File: config.mk
export PLATFORM = sky130hd
export DESIGN_NAME = sop_lut_eval
export DESIGN_NICKNAME = d
export VERILOG_FILES = /design/src/rtl/sop_lut_eval.sv
export SDC_FILE = /design/constraint.sdc
export NUM_CORES = 1
export LEC_CHECK = 0
export CAP_MARGIN = 5
export CORE_MARGIN = 8
export CORE_UTILIZATION = 35
export CTS_BUF_LIST = sky130_fd_sc_hd__clkbuf_8
export CTS_CLUSTER_SIZE = 14
export DETAILED_ROUTE_END_ITERATION = 10
export PLACE_DENSITY_LB_ADDON = 0.3
export SYNTH_ARGS = -nofsm -noshare
export SYNTH_HDL_FRONTEND = slang
export SYNTH_SLANG_ARGS = --single-unit
File: constraint.sdc
create_clock -name clk -period 3.2 [get_ports clk]
set_input_delay 0.48 -clock clk [delete_from_list [all_inputs] [get_ports clk]]
set_output_delay 0.48 -clock clk [all_outputs]
set_load 0.02 [all_outputs]
File: src/rtl/sop_lut_eval.sv
// sop_lut_eval: run-time loadable per-channel truth-table evaluator; SOP_LUT_HIT_COUNT_EN adds saturating per-channel hit counters
module sop_lut_eval #(
  parameter int N_IN     = 5,
  parameter int CHANNELS = 2,
  parameter int CFG_W    = 8
) (
  input  logic                    clk,
  input  logic                    rst,
  input  logic                    cfg_start_i,
  input  logic                    cfg_valid_i,
  output logic                    cfg_ready_o,
  input  logic [CFG_W-1:0]        cfg_data_i,
  output logic                    cfg_done_o,
  input  logic                    in_valid_i,
  output logic                    in_ready_o,
  input  logic [N_IN-1:0]         in_vec_i,
  output logic                    out_valid_o,
  output logic [CHANNELS-1:0]     out_bits_o,
  output logic [16*CHANNELS-1:0]  hit_count_o
);
  localparam int T     = 1 << N_IN;
  localparam int TW    = CHANNELS * T;
  localparam int WORDS = TW / CFG_W;
  localparam int CW    = WORDS > 1 ? $clog2(WORDS) : 1;
  typedef enum logic [1:0] {EMPTY, LOAD, READY} state_t;
  state_t              state_q, state_d;
  logic [TW-1:0]       table_q, table_d;
  logic [CW-1:0]       cnt_q, cnt_d;
  logic                done_q, done_d, ov_q, ov_d;
  logic [CHANNELS-1:0] ob_q, ob_d, lut;
  logic                cfg_acc, in_acc, last;
  assign cfg_ready_o = state_q == LOAD;
  assign in_ready_o  = state_q == READY;
  assign cfg_acc     = cfg_valid_i & cfg_ready_o & ~cfg_start_i;
  assign in_acc      = in_valid_i & in_ready_o;
  assign last        = cnt_q == CW'(WORDS - 1);
  assign cfg_done_o  = done_q;
  assign out_valid_o = ov_q;
  assign out_bits_o  = ob_q;
  for (genvar c = 0; c < CHANNELS; c++) begin : g_lut
    logic [T-1:0] sl;
    assign sl     = table_q[c*T +: T];
    assign lut[c] = sl[in_vec_i];
  end
  // next state: restart beats a same-cycle word; evaluation uses the table as it stands this cycle
  always_comb begin
    state_d = cfg_start_i ? LOAD : (cfg_acc && last) ? READY : state_q;
    cnt_d   = cfg_start_i ? '0 : cfg_acc ? cnt_q + 1'b1 : cnt_q;
    table_d = table_q;
    if (cfg_acc) table_d[int'(cnt_q)*CFG_W +: CFG_W] = cfg_data_i;
    done_d  = cfg_acc & last;
    ov_d    = in_acc;
    ob_d    = in_acc ? lut : ob_q;
  end
  // state, table and output registers
  always_ff @(posedge clk or posedge rst) begin
    if (rst) begin
      state_q <= EMPTY;
      table_q <= '0;
      cnt_q   <= '0;
      done_q  <= 1'b0;
      ov_q    <= 1'b0;
      ob_q    <= '0;
    end else begin
      state_q <= state_d;
      table_q <= table_d;
      cnt_q   <= cnt_d;
      done_q  <= done_d;
      ov_q    <= ov_d;
      ob_q    <= ob_d;
    end
  end
`ifdef SOP_LUT_HIT_COUNT_EN
  logic [16*CHANNELS-1:0] hit_q, hit_d;
  // count presented 1-results per channel, saturating; a new load clears them
  always_comb begin
    hit_d = hit_q;
    for (int c = 0; c < CHANNELS; c++)
      hit_d[16*c +: 16] = cfg_start_i ? 16'd0 :
        (ov_q && ob_q[c] && hit_q[16*c +: 16] != 16'hFFFF) ? hit_q[16*c +: 16] + 16'd1 : hit_q[16*c +: 16];
  end
  // hit counter registers
  always_ff @(posedge clk or posedge rst) begin
    if (rst) hit_q <= '0;
    else hit_q <= hit_d;
  end
  assign hit_count_o = hit_q;
`else
  assign hit_count_o = '0;
`endif
endmodule

==> results.md <==
* Worst vdd ir at 179 uV
* Rel. slew slack at a little over half
* CTS root buf: clkbuf_8
* Starting density of the core at 35.4%
* Unrepaired setup endpoints after global routing: no
* Die W at 120 um
* Crit. End Element: flop
* 1st-pass router iterations at 4
* Post-synth cell types at 42
* Hold buffer count at cts at 0
* Hold WC Path Type: reg2reg
* Clock slew at reported path FFs at around 0.08 ns
* GRT Resource Usage Total at 13.1%
* DR WL/cell at 16.5 um
* GPL Wtd Cong at 0.802
* Layout cells sized above 1 at a little under an eighth
* Largest cells by area after synthesis: dfrtp_1, nand2_1, buf_4
* Clock skew at 0.00765 ns
* Most common cell on crit path: ha_1
* Htree depth at 3
* Antenna Diode Count at 0
* Fin. max-slew vios at 0
* CORE AREA at 10,700 sq um
* Final ANT Viol Nets at 0
* Largest family of logic cells by synthesized area: simple AND/OR/NAND/NOR gates
* WHS Path Cells at 2
* Hold Vio Cnt, Final at 0
* Slowest Stage Delay on Critical Path at 0.46 ns
* Worst-Margin Slew at 0.708 ns
* Number of global-route vias before repair at 2,715
* Simple logic cell fraction of the synthesized area at 17.2%
* Critical path fanouts, max at 15
* Vias per cell at 4.85
* Post-CTS Resized at 0
* YS warnings at 0
* Top FF cell, synth: dfrtp_1
* Post-synth top cells: nand2_1, dfrtp_1, o21ai_0
* Routed vias at 2,665
* # DRC at 0
* Syn avg cell area at roughly 9.9 sq um
* Area Growth Syn to Fin at 11.6%
* WP data required at 3.44 ns
* Most common cell in the netlist: nand2_1
* Clock Sinks at 73
* DRT iter0 DRCs at between 150 and 200
* Crit-path cells: inv_1 > ha_1 > ha_1 > nor4_2 > nand2_1 > mux2_2
* Die Height at roughly 120 um
* Synthesized flop and latch total at 73
* Clock Path Buffers at 2
* Post-route design area at 4220 sq um
* Setup crit start kind: flop
* Clk Latency, worst-skew pair at 0.35 ns
* Area leader, netlist: dfrtp_1
* Synthesized cell area at around 3800 sq um
* Setup bufs post-CTS at 0
* Fin nets at 430
* CP Class: reg2reg
* Layout filler cell count at 1,099
* CTS tree: done
* Cell row count at 38
* Ports at 56
* Post-Synth Adder-Cell Area at 2.31%
* Max Cap Viol at 0
* Flop2flop setup slack at 0.79 ns
* Dpl hpwl at 6540 um
* Post-route clock period utilization at between 70% and 80%
* Final wirelength at about 9100 um
* Data arrival, critical path at about 2.7 ns
* Mux contribution to synthesized area at between 10% and 20%
* Die area at ~14,000 sq um
* Total CTS buffers at 9
* Post-route setup TNS at 0 ns
* R2R depth at 6
* FFs w/ async S/R, synth at 100%
* Setup WS pre-CTS at 0.616 ns
* Power Dens Cells at 495 nW/um^2
* EDFF count, synth at 0
* Static Leak at 0.00184 uW
* Top-area cell type share of the netlist area at 48.3%
* Largest net degree at the start of global routing at 31
* Post-synthesis xor/xnor area fraction at less than 1%
* Cells after Synth at around 380
* Final number of setup-violating endpoints at 0
* First-pass GRT wire length at 14,600 um
* Seq/Total Area, Yosys at 48.3%
* Max Freq at 0.414 GHz
* CP max stage cell: dfrtp_1
* Compound-Gate Fraction of Synth Area at between 10% and 20%
* GRT overflow at 0
* Status: completed
* PnR worst setup slack at 0.785 ns
* Fin crit period at between 2 and 2.5 ns
* Port Buf Inserts at 23
* Placed inst area at just over 4000 sq um
* Initial antenna violation count at 0
## registers in the layout (all words and copies together), names as in the netlist
signal / count
cfg_done_o: 1
cnt_q: 3
out_bits_o: 2
out_valid_o: 1
state_q: 2
table_q: 64
## path summary, 6_finish.rpt
check                                  from     endpoint
worst max register to register     cnt_q[1]  table_q[62]
max in group asynchronous               rst  table_q[41]
worst max-delay path               cnt_q[1]  table_q[62]
min in group asynchronous               rst  table_q[58]
worst min register to register  table_q[52]  table_q[52]
worst min-delay path            table_q[52]  table_q[52]
## cells in the final DEF (no fill, tap or decap), types with 2 or more instances in the layout
cell,synthesis,routed
nand2_1,89,89
dfrtp_1,73,73
o21ai_0,47,47
conb_1,1,32
clkdlybuf4s50_1,0,23
mux2i_1,20,20
nand3_1,17,17
mux2_2,12,12
clkbuf_8,0,10
nor2_1,9,9
o21ai_1,8,8
inv_1,8,7
ha_1,7,7
mux4_2,6,6
a22oi_1,5,5
buf_4,34,5
nor2b_1,4,4
clkinv_2,0,4
a21oi_1,3,3
and2_1,2,2
a211oi_1,2,2
nor3b_1,2,2
## layout make-up
type                    count  area, sq um  area share (%)
clock buffers              10          138            3.26
clock inverters             6         57.6            1.36
inverters                   8         30.0           0.711
multi-input cells         285         1730            40.9
flip-flops and latches     73         1830            43.2
well taps                 140          175            4.15
repair buffers             28          268            6.34
## where the power goes
group	switching, uW	internal, uW	leakage (uW)	total, uW
clock network	354	376	0.000102	730
registers	35.9	991	0.000996	1030
logic	204	131	0.000741	335
## cell families (layout without fill, tap and decap cells)
family,count (synthesis),count (layout)
AND/OR/NAND/NOR,136,136
other,1,32
buffers and inverters,56,52
flip-flops,73,73
XOR/XNOR,1,1
multiplexers,38,38
adder cells (fa/ha/maj),7,7
AO/OA/AOI/OAI,71,71
## stage by stage
stage               instances  hold slack (ns)  util (%)  total power [uW]
CTS                       550            0.485      39.5              2110
global placement          534            0.460      37.7              1370
detailed placement        534            0.468      37.7              1380
finish                    550            0.480      39.5              2090
global route              550            0.504      39.5              2190
floorplan                 414            0.442         -              1310
## routing by layer
layer	wire, um	global-route usage, %	up-vias
met5	0	0	-
met4	158	4.76	0
met3	555	3.48	15
met2	4270	20.9	66
met1	4080	16.8	1286
li1	-	-	1298
## worst max-delay path: cells and delay by family (launching register included)
family	cells	cell delay (ns)
and+or+nand+nor	2	0.76
adders and majority gates	2	0.61
muxes	1	0.37
buffers and inverters	1	0.10
DFF	1	0.46
(Power assumes the default switching activity.)
